`src/rtl/cmos_capture.sv`:
```
// ---------------------------------------------------------------------------
// cmos_capture
//
// Pixel capture stage for an OV-series DVP camera. It sits directly after
// the SCCB camera-init block. Once init_done is high it samples the camera
// bus (PCLK/VSYNC/HREF/D[7:0]) in the 50 MHz system clock domain. It then
// discards SKIP_FRAMES frames while the sensor settles. After that it
// assembles byte pairs into RGB565 pixels, tagged with x/y coordinates and
// frame/line markers, for the frame-buffer writer.
//
// Parameters:
//   H_ACTIVE    : pixels per line accepted; extra pixels are dropped.
//   V_ACTIVE    : lines per frame accepted; extra lines are dropped.
//   SKIP_FRAMES : complete frames discarded after init_done rises (1..255).
//
// Ports:
//   clk        in   50 MHz system clock
//   rst        in   synchronous, active-high reset
//   init_done  in   level; high once camera configuration is complete
//   cam_pclk   in   camera pixel clock (asynchronous, <= 12.5 MHz)
//   cam_vsync  in   frame sync (asynchronous); high = vertical blanking
//   cam_href   in   line valid (asynchronous)
//   cam_data   in   [7:0] pixel byte (asynchronous)
//   pix_valid  out  one-cycle strobe; pix_data/pix_x/pix_y are valid
//   pix_data   out  [15:0] RGB565 pixel
//   pix_x      out  [10:0] column, 0..H_ACTIVE-1
//   pix_y      out  [9:0]  row, 0..V_ACTIVE-1
//   pix_sof    out  high with pix_valid for pixel (0,0)
//   pix_eol    out  high with pix_valid for column H_ACTIVE-1
//   frame_done out  one-cycle pulse at the end of every captured frame
//   odd_err    out  sticky; a line ended on an unpaired byte (cleared by rst)
//   fsm_state  out  [1:0] current FSM state (0 IDLE, 1 SKIP, 2 WAIT_VS,
//                   3 CAPTURE), exported for debug
//
// Handshake: pix_valid is a pure strobe with no ready input. The consumer
// must accept every strobe. Strobes are at least two PCLK periods apart.
//
// Optional build macro CMOS_CAPTURE_BYTE_SWAP_EN:
//   - When defined, the first byte of a pair is the low byte, so
//     pix_data = {second, first}.
//   - When undefined (the default), pix_data = {first, second}.
// ---------------------------------------------------------------------------
module cmos_capture #(
    parameter int H_ACTIVE    = 640,
    parameter int V_ACTIVE    = 480,
    parameter int SKIP_FRAMES = 10
) (
    input  logic        clk,
    input  logic        rst,
    input  logic        init_done,
    input  logic        cam_pclk,
    input  logic        cam_vsync,
    input  logic        cam_href,
    input  logic [7:0]  cam_data,
    output logic        pix_valid,
    output logic [15:0] pix_data,
    output logic [10:0] pix_x,
    output logic [9:0]  pix_y,
    output logic        pix_sof,
    output logic        pix_eol,
    output logic        frame_done,
    output logic        odd_err,
    output logic [1:0]  fsm_state
);

    localparam logic [10:0] H_MAX     = 11'(H_ACTIVE);
    localparam logic [10:0] H_LAST    = 11'(H_ACTIVE - 1);
    localparam logic [9:0]  V_MAX     = 10'(V_ACTIVE);
    localparam logic [7:0]  SKIP_LAST = 8'(SKIP_FRAMES - 1);

    typedef enum logic [1:0] {
        ST_IDLE    = 2'd0,
        ST_SKIP    = 2'd1,
        ST_WAIT_VS = 2'd2,
        ST_CAPTURE = 2'd3
    } state_t;

    state_t state, state_next;

    // ------------------------------------------------------------------
    // Input synchronisers. All four camera signals take the same two-flop
    // path, so a PCLK edge and the data/HREF it qualifies arrive together.
    // The third PCLK/VSYNC/HREF flop only keeps history for edge detection.
    // ------------------------------------------------------------------
    logic       pclk_s1, pclk_s2, pclk_s3;
    logic       vs_s1, vs_s2, vs_s3;
    logic       href_s1, href_s2, href_s3;
    logic [7:0] data_s1, data_s2;

    always_ff @(posedge clk) begin
        if (rst) begin
            pclk_s1 <= 1'b0; pclk_s2 <= 1'b0; pclk_s3 <= 1'b0;
            vs_s1   <= 1'b0; vs_s2   <= 1'b0; vs_s3   <= 1'b0;
            href_s1 <= 1'b0; href_s2 <= 1'b0; href_s3 <= 1'b0;
            data_s1 <= 8'd0; data_s2 <= 8'd0;
        end else begin
            pclk_s1 <= cam_pclk;  pclk_s2 <= pclk_s1; pclk_s3 <= pclk_s2;
            vs_s1   <= cam_vsync; vs_s2   <= vs_s1;   vs_s3   <= vs_s2;
            href_s1 <= cam_href;  href_s2 <= href_s1; href_s3 <= href_s2;
            data_s1 <= cam_data;  data_s2 <= data_s1;
        end
    end

    logic pclk_rise, vs_rise, vs_fall, href_fall;

    assign pclk_rise = pclk_s2 & ~pclk_s3;
    assign vs_rise   = vs_s2 & ~vs_s3;
    assign vs_fall   = ~vs_s2 & vs_s3;
    assign href_fall = ~href_s2 & href_s3;

    // ------------------------------------------------------------------
    // Control FSM
    // ------------------------------------------------------------------
    logic [7:0] skip_cnt;
    logic       skip_clr, skip_inc, cap_clr, frame_end, cap_en;

    always_ff @(posedge clk) begin
        if (rst) state <= ST_IDLE;
        else     state <= state_next;
    end

    always_comb begin
        state_next = state;
        skip_clr   = (state == ST_IDLE);
        skip_inc   = 1'b0;
        cap_clr    = 1'b0;
        frame_end  = 1'b0;
        cap_en     = 1'b0;
        if (!init_done) begin
            // Losing configuration aborts everything, with no frame_done.
            state_next = ST_IDLE;
        end else begin
            case (state)
                ST_IDLE: begin
                    state_next = ST_SKIP;
                end
                ST_SKIP: begin
                    if (vs_rise) begin
                        skip_inc = 1'b1;
                        if (skip_cnt == SKIP_LAST) state_next = ST_WAIT_VS;
                    end
                end
                ST_WAIT_VS: begin
                    if (vs_fall) begin
                        cap_clr    = 1'b1;
                        state_next = ST_CAPTURE;
                    end
                end
                ST_CAPTURE: begin
                    // A VSYNC rise wins over a PCLK edge seen in the same
                    // cycle. That edge is dropped, so frame_done and
                    // pix_valid can never coincide.
                    if (vs_rise) begin
                        frame_end  = 1'b1;
                        state_next = ST_WAIT_VS;
                    end else begin
                        cap_en = 1'b1;
                    end
                end
                default: state_next = ST_IDLE;
            endcase
        end
    end

    assign fsm_state = state;

    // ------------------------------------------------------------------
    // Byte assembly and coordinate tracking
    // ------------------------------------------------------------------
    logic [10:0] x;
    logic [9:0]  y;
    logic        phase;
    logic        line_active;
    logic [7:0]  held;
    logic [15:0] assembled;

`ifdef CMOS_CAPTURE_BYTE_SWAP_EN
    assign assembled = {data_s2, held};
`else
    assign assembled = {held, data_s2};
`endif

    always_ff @(posedge clk) begin
        if (rst) begin
            skip_cnt    <= 8'd0;
            x           <= 11'd0;
            y           <= 10'd0;
            phase       <= 1'b0;
            line_active <= 1'b0;
            held        <= 8'd0;
            pix_valid   <= 1'b0;
            pix_data    <= 16'd0;
            pix_x       <= 11'd0;
            pix_y       <= 10'd0;
            pix_sof     <= 1'b0;
            pix_eol     <= 1'b0;
            frame_done  <= 1'b0;
            odd_err     <= 1'b0;
        end else begin
            pix_valid  <= 1'b0;
            pix_sof    <= 1'b0;
            pix_eol    <= 1'b0;
            frame_done <= frame_end;

            if (skip_clr)      skip_cnt <= 8'd0;
            else if (skip_inc) skip_cnt <= skip_cnt + 8'd1;

            if (cap_clr) begin
                x <= 11'd0;
                y <= 10'd0;
            end
            // At a frame end mid-line the partial line is kept. The held
            // byte is discarded silently, without raising odd_err.
            if (cap_clr || frame_end) begin
                phase       <= 1'b0;
                line_active <= 1'b0;
            end

            if (cap_en) begin
                if (href_s2) line_active <= 1'b1;

                if (pclk_rise && href_s2) begin
                    if (!phase) begin
                        held  <= data_s2;
                        phase <= 1'b1;
                    end else begin
                        phase <= 1'b0;
                        if ((x < H_MAX) && (y < V_MAX)) begin
                            pix_valid <= 1'b1;
                            pix_data  <= assembled;
                            pix_x     <= x;
                            pix_y     <= y;
                            pix_sof   <= (x == 11'd0) && (y == 10'd0);
                            pix_eol   <= (x == H_LAST);
                        end
                        if (x < H_MAX) x <= x + 11'd1;
                    end
                end else if (href_fall && line_active) begin
                    x <= 11'd0;
                    if (y < V_MAX) y <= y + 10'd1;
                    if (phase) odd_err <= 1'b1;
                    phase       <= 1'b0;
                    line_active <= 1'b0;
                end
            end
        end
    end

endmodule

```
`config.mk`:
```
export PLATFORM = sky130hd
export DESIGN_NAME = cmos_capture
export DESIGN_NICKNAME = d
export VERILOG_FILES = /design/src/rtl/cmos_capture.sv
export SDC_FILE = /design/constraint.sdc
export NUM_CORES = 1
export LEC_CHECK = 0
export ABC_AREA = 1
export BUFFER_PORTS_ARGS = -buffer_cell sky130_fd_sc_hd__buf_2
export CAP_MARGIN = 30
export CORE_MARGIN = 2
export CORE_UTILIZATION = 50
export DETAILED_ROUTE_END_ITERATION = 12
export PLACE_DENSITY = 0.71
export SLEW_MARGIN = 15
export SYNTH_ARGS = -nofsm -noshare
export SYNTH_HDL_FRONTEND = slang
export SYNTH_SLANG_ARGS = --single-unit
```
`constraint.sdc`:
```
create_clock -name clk -period 1.9 [get_ports clk]
set_input_delay 0.285 -clock clk [delete_from_list [all_inputs] [get_ports clk]]
set_output_delay 0.285 -clock clk [all_outputs]
set_load 0.05 [all_outputs]
```
# Yosys cells after proc, flatten, opt, wreduce, memory -nomap -nowiden
# Index checks and enable logic that the tools add are counted.
# word_totals
out_inout_bits	44
inputBits	14
wordCells	107
regBits	108
# classes
eq_ne	9
n_reduce_logical	16
n_addsub	3
n_bitwise	13
muxes	38
magnitude_cmp	2
# op_table
operator	count
$mux W11	6
$mux W10	5
$mux W1	22
$reduce_and A4 Y1	3
$add A11 B1 Y11 const B	1
$eq A11 B10 Y1 const B	1
$logic_not A11 Y1	1
$lt A11 B10 Y1 const B	1
$add A10 B1 Y10 const B	1
$logic_not A10 Y1	1
$lt A10 B9 Y1 const B	1
$not A1 Y1	9
$add A8 B1 Y8 const B	1
$eq A8 B4 Y1 const B	1
$mux W2	4
$ne A2 B2 Y1 const B	4
$pmux W2 S4	1
$reduce_or A5 Y1	1
$and A1 B1 Y1	4
$eq A2 B2 Y1 const B	2
$logic_and A1 B1 Y1	4
$reduce_or A2 Y1	2
$reduce_or A4 Y1	1
$reduce_and A3 Y1	1
other kinds (3)	3

# Logic depth before layout (Yosys ltp)
# Gate-level depths: netlist (run 1).
# logic_depth
depth_word	11
mapped_depth	10
ltp_nobuf	9

# Worst setup path before layout (run 1)
# No wires, ideal clock.
# synth_timing
path_kind	flip-flop to flip-flop
from	reg state[0], in the netlist fsm_state[0]
to	reg pix_y[2]
setup_time_ns	0.113
t_required_ns	1.787
arrival_time_ns	1.732
path_slack_ns	0.055
period_less_slack_ns	1.845
stages_incl_launch_ff	10
n_path_buf	2
path_cell_list	dfxtp_1 -> nand2_1 -> nor2_4 -> nand2_4 -> nor2_4 -> nand3_2 -> buf_6 -> buf_2 -> nor2_1 -> nor2_1
# synth_via
elab_chain_len	4
# synth_lines
item	line_no	rtl
start: declaration	78	state_t state, state_next;
start signal: assignment	119	else state <= state_next;
$eq A2 B2 Y1	133	case (state)
$mux W1	133	
$mux W1	129	if (!init_done) begin
$reduce_and A4 Y1 (no line)	n/a	
end signal: assignment	232	pix_y <= y;
end: declaration	58	output logic [9:0] pix_y,
# No other way between the ends.
# A chain may end at the register's enable or synchronous reset.

# Worst setup path after layout (run 1)
# layout_timing
from	reg x[7]
to	reg x[8]
# layout_via
elab_chain_len	5
elab_cells_between_ends	6
cone_classes	1 x add/sub; 1 x order compare; 4 x mux
# layout_lines
item	line_no	rtl
start: declaration	170	logic [10:0] x;
start signal: assignment	236	if (x < H_MAX) x <= x + 11'd1;
$add A11 B1 Y11 / $lt A11 B10 Y1 (equally long branches)	236	
$mux W11 *	236	
$mux W11 *	223	if (!phase) begin
$mux W11 *	222	if (pclk_rise && href_s2) begin
$mux W11 *	219	if (cap_en) begin
# Mark *: on every way between the ends. The rest lies on a longest branch, timed or not.

==> results of run 1 <==
## cells in the mapped netlist (all sizes together), types with 5 or more instances
library cell  instances
ha                    6
o21ai                24
nand3b                5
a21oi                20
inv                 115
nand2               167
dfxtp               108
nand3                34
buf                  12
clkbuf                9
nor2                184
nor3                  6
nand4                10
## worst max-delay path, cell delays in order, from the launching register on
cell and delay (ps):
dfxtp_1 380, o21ai_0 380, nand2_1 170, nor2_1 350, nand2_1 140, nor2_1 140, nor2_1 60
## final timing paths
check	startpoint	slack (ps)	endpoint
setup / recovery	x[7]$_SDFF_PP0_	190	x[8]$_SDFF_PP0_
hold / removal	cam_data[5]	90	data_s1[5]$_SDFF_PP0_
setup reg to reg	x[7]$_SDFF_PP0_	190	x[8]$_SDFF_PP0_
hold reg to reg	data_s1[1]$_SDFF_PP0_	400	data_s2[1]$_SDFF_PP0_
## layout make-up
type / instances / area [um^2]
clock buffer: 9 / 124
tap: 111 / 139
sequential: 108 / 2160
multi-input combinational: 459 / 1990
fill: 893 / 3860
inverter: 115 / 432
clock inverter: 7 / 93.8
timing repair buffer: 66 / 353
## power by group
| part | leakage [nW] | switching (W) | internal [W] | total [W] |
|---|---|---|---|---|
| logic | 1.76 | 0.0000740 | 0.0000357 | 0.000110 |
| registers | 0.875 | 0.0000111 | 0.00229 | 0.00230 |
| clock network | 0.107 | 0.000910 | 0.000537 | 0.00145 |
| total | 2.74 | 0.000996 | 0.00286 | 0.00386 |
## logic make-up (layout without fill, tap and decap cells)
group | Yosys count | count (layout)
buffers and inverters | 136 | 197
adders and majority gates | 6 | 6
AOI/OAI and AO/OA | 46 | 46
xor gates and xnor gates | 1 | 1
DFF | 108 | 108
and+or+nand+nor | 406 | 406
## registers in the layout, indices dropped and copies added (netlist names), 2 cells and up
| name | flops |
|---|---|
| pix_data | 16 |
| pix_x | 11 |
| x | 11 |
| pix_y | 10 |
| y | 10 |
| data_s1 | 8 |
| data_s2 | 8 |
| held | 8 |
| skip_cnt | 8 |
| fsm_state | 2 |
## layer usage
metal  routed length, um  track usage, %  vias up
met5                   0               0        -
met4                 174            7.28        0
met1                4610            24.8     1839
met2                4520            34.8       85
li1                    -               -     2222
met3                 395            4.16       15
## per-stage QoR
step | setup slack [ps] | cells | util, % | hold WS [ps] | total power, W
global route | 67.1 | 875 | 57.8 | 87.4 | 0.00400
CTS | 216 | 875 | 57.8 | 83.9 | 0.00389
floorplan | 54.8 | 703 | - | 388 | 0.00242
finish | 186 | 875 | 57.8 | 92.3 | 0.00386
global placement | 318 | 859 | 55.4 | 391 | 0.00246
detailed placement | 248 | 859 | 55.4 | 393 | 0.00246
==> impl_metrics.tcl, run 1 <==
set metrics [dict create \
    layout.nets 779 \
    synth_top_area_cell "dfxtp_1" \
    diodes 0 \
    cts-resized-gates 0 \
    hold_violations 0 \
    final_cell_mix "nor2_1 (178), nand2_1 (166), inv_1 (114), dfxtp_1 (108), buf_2 (57)" \
    start_kind "flop" \
    num_rows 35 \
    critPathRequiredTime_ps 2180 \
    synthAdderAreaFrac_pct 1.60 \
    tns_ps 0 \
    worstPathArrival_ps 1990 \
    async_flop_share_pct 0 \
    tritoncts "done" \
    power.leakage_nw 2.74 \
    synth_nets 723 \
    drt-vias-per-instance 4.76 \
    grt_pass1_wl_um 16700 \
    cts_sinks 108 \
    antenna_found_initial 0 \
    setup_viol 0 \
    vias 4161 \
    vdd_ir_drop_max_v 0.000425 \
    initial_core_util_pct 51.3 \
    fin_crit_sh_pct 90.2 \
    rr_worst_depth 6 \
    final_common_cell "nor2_1" \
    end_kind "flop" \
    crit_type "reg -> reg" \
    yosysTopAreaCellShare_pct 46.1 \
    cts_buffer_depth 2 \
    synth_mux_area_share_pct 0 \
    numPortBuffers 57 \
    hold_buffers 0 \
    syn_area_um2 4690 \
    synth_cell_types 23 \
    skew_ps 16.2 \
    synth-simple-area-share_pct 35.6 \
    avgSynthCellArea_um2 6.68 \
    max_freq_mhz 583 \
    drv_cap 0 \
    hold_depth 3 \
    drive_gt1_share_pct 12.2 \
    drt_iter0_drc 176 \
    grt_setup_unrepaired "no" \
    first_global_vias 3803 \
    synth_top_family_by_area "simple AND/OR/NAND/NOR gates" \
    post_cts_buffers 0 \
    synth_compound_area_share_pct 4.98 \
    synth-seq-area-share_pct 46.1 \
    finalWirelength_um 9700 \
    coreArea_um2 9150 \
    powerDensity_nw_per_um2 729 \
    area_delta_synth_final_pct 12.7 \
    drc 0 \
    maxSlewViolCount 0 \
    grt_max_degree 39 \
    synth_flop_cell "dfxtp_1" \
    period_minus_slack_ps 1710 \
    root_buffer "clkbuf_8" \
    wire_per_inst_um 11.1 \
    detail-route-antenna-nets 0 \
    track_usage_pct 20.1 \
    cp_max_fo 7 \
    hold_class "in -> reg" \
    h-tree-depth 3 \
    routabilityCongestion 0.895 \
    num_io_pins 58 \
    die_h_um 101 \
    synth-edff-count 0 \
    synth_cells 703 \
    die_area_um2 10200 \
    tightest_slew_ps 510 \
    grt_overflow 0 \
    yosysWarnings 0 \
    hpwlAfterDp_um 6740 \
    synth_area_leaders "dfxtp_1 (46%), nor2_1 (14%), nand2_1 (13%)" \
    ys_ff_latch 108 \
    synth_xor_area_share_pct 0.187 \
    worstSkewPairLatency_ps 380 \
    placed_cell_area_um2 5070 \
    dr.pass1.iters 4 \
    post-route-cell-area_um2 5290 \
    outcome "finished clean" \
    cts_buffers 9 \
    die_w_um 101 \
    path_clk_slew_ps 120 \
    timing.slew.headroom_pct 65.6 \
]
Power figures use the tool's default switching activity.
==> inputs of run 2 (changes only) <==
Settings changed: CTS_CLUSTER_SIZE set to 8.
Clock period 1.9 ns to 1.7 ns, I/O delays scaled along.
==> run 2 against run 1 <==
Compared with the run above:
- die area unchanged
- via count about the same
- cell area up 1.3%
- utilization up 0.72 points
- clock power up 11%
- routed wire length up 0.18%
- register-to-register slack worse by 30 ps
- global-route usage up 0.37 points
- first-iteration DRC count down 19%
- worst setup slack worse by 31 ps
- total power up 12%
- critical path type unchanged
- largest power group unchanged
==> impl_metrics.tcl, run 2 (synthesis results as in run 1) <==
set metrics [dict create \
    outcome "finished clean" \
    holdPathEnd "data_s1[5]$_SDFF_PP0_" \
    skew_ps 18.1 \
    crit_chain "inv_1, nor2_1, nor2_4, nand2_1, nand2_1, buf_4, nor2_1, nand2_1, nor2_1" \
    vias 4164 \
    rr_worst_depth 9 \
    cpPeakStageDelay_ps 340 \
    cts_buffers 9 \
    r2r_start "vs_s2$_SDFF_PP0_" \
    fill_cells 884 \
    root_buffer "clkbuf_8" \
    hold_class "in -> reg" \
    cts_sinks 108 \
    setup_slack_ps 154 \
    start_kind "flop" \
    cp.depth 9 \
    routabilityCongestion 0.912 \
    timing.slew.headroom_pct 67.1 \
    tightest_slew_ps 489 \
    finalWirelength_um 9720 \
    detail-route-antenna-nets 0 \
    p_total_w 0.00431 \
    holdCritStartpoint "cam_data[5]" \
    regMostFlops "pix_data" \
    dr.pass1.iters 4 \
    powerDensity_nw_per_um2 804 \
    hpwlAfterDp_um 7120 \
    first_global_vias 3855 \
    area_delta_synth_final_pct 14.1 \
    reg_top3 "pix_data (16), pix_x (11), x (11)" \
    setup_viol 0 \
    grt_max_degree 39 \
    fin_crit_sh_pct 90.9 \
    diodes 0 \
    grt_setup_unrepaired "no" \
    pre_cts_ws_ps 34.9 \
    final_cell_mix "nor2_1 (175), nand2_1 (166), inv_1 (113), dfxtp_1 (106), buf_2 (57)" \
    numPortBuffers 57 \
    layout.nets 785 \
    end_kind "flop" \
    power.leakage_nw 2.78 \
    largest_reg_flops 16 \
    coreArea_um2 9150 \
    die_w_um 101 \
    num_rows 35 \
    die_h_um 101 \
    worstSkewPairLatency_ps 390 \
    crit_buf_inv 2 \
    final_common_cell "nor2_1" \
    drc 0 \
    finalNonFillerCells 881 \
    track_usage_pct 20.5 \
    hold_violations 0 \
    initial_core_util_pct 51.3 \
    h-tree-depth 3 \
    drv_cap 0 \
    drt-vias-per-instance 4.73 \
    tns_ps 0 \
    grt_overflow 0 \
    drive_gt1_share_pct 13.6 \
    vdd_ir_drop_max_v 0.000458 \
    worstPathArrival_ps 1870 \
    num_io_pins 58 \
    r2r_slack_ps 150 \
    period_minus_slack_ps 1550 \
    drt_iter0_drc 143 \
    crit_family "simple AND/OR/NAND/NOR gates" \
    crit_type "reg -> reg" \
    post_cts_buffers 0 \
    tritoncts "done" \
    antenna_found_initial 0 \
    maxSlewViolCount 0 \
    slowest_stage "dfxtp_1" \
    dp_cells 865 \
    cp_max_fo 6 \
    hold_depth 3 \
    die_area_um2 10200 \
    r2r_end "x[5]$_SDFF_PP0_" \
    max_freq_mhz 647 \
    critPathRequiredTime_ps 2030 \
    grt_pass1_wl_um 16800 \
    wire_per_inst_um 11.0 \
    cts_buffer_depth 2 \
    path_clk_slew_ps 120 \
]
-- run 2: changes by cell type in the layout (fill, tap and decap cells not counted) --
cell / delta
buf_4: +4
nor2_1: -3
nor2_2: +3
dfxtp_1: -2
dfxtp_2: +2
buf_12: +1
buf_6: +1
clkinv_8: -1
inv_1: -1
inv_2: +1
inv_8: +1
o21ai_0: -1
o21ai_1: +1
-- run 2: final cells by class --
type                            instances  area (um^2)  area share, %
Inverter                              115          432           8.06
Multi-Input combinational cell        459         2000           37.2
Tap cell                              111          139           2.59
Timing Repair Buffer                   72          414           7.73
Clock buffer                            9          124           2.31
Clock inverter                          7         88.8           1.66
Sequential cell                       108         2160           40.4
-- run 2: routing by layer --
layer	up-vias	wire length (um)	global-route usage [%]
met4	0	141	8.32
met2	75	4640	34.8
met5	-	0	0
met3	13	428	3.26
met1	1845	4500	26.0
li1	2231	-	-
-- run 2: how the worst max path moves through the flow --
stage                                        to                       from  slack [ps]
after CTS                       x[8]$_SDFF_PP0_            x[7]$_SDFF_PP0_           4
after detailed placement        x[8]$_SDFF_PP0_            x[7]$_SDFF_PP0_          30
after global routing            x[0]$_SDFF_PP0_           vs_s2$_SDFF_PP0_           1
after floorplan           pix_y[2]$_SDFFE_PP0P_  fsm_state[0]$_SDFFE_PP0P_         100
final                           x[5]$_SDFF_PP0_           vs_s2$_SDFF_PP0_         150
after global placement          x[8]$_SDFF_PP0_            x[7]$_SDFF_PP0_          20
-- run 2: worst reg2reg max path, cell delays in order (launching register included) --
cell and delay [ps]:
dfxtp_1 340, inv_1 60, nor2_1 270, nor2_4 110, nand2_1 180, nand2_1 120, buf_4 170, nor2_1 100
nand2_1 60, nor2_1 80
-- run 2: what timing repair did --
item / CTS / global route
resized for setup: 0 / 6
hold buffers: 0 / 0
endpoints found under the setup margin: 0 / 18
-- run 2: power breakdown --
| part | total [W] | switching, W | internal [W] |
|---|---|---|---|
| logic | 0.000127 | 0.0000840 | 0.0000432 |
| registers | 0.00257 | 0.0000127 | 0.00256 |
| clock network | 0.00161 | 0.00101 | 0.000598 |
| total | 0.00431 | 0.00111 | 0.00320 |
-- run 2: stage by stage --
step / cell area, um^2 / util (%) / hold slack (ps)
after floorplan: 4700 / - / 362
after global placement: 5130 / 56.1 / 391
after detailed placement: 5130 / 56.1 / 393
after CTS: 5350 / 58.4 / 38.3
after global routing: 5360 / 58.5 / 51.3
final: 5360 / 58.5 / 54.7
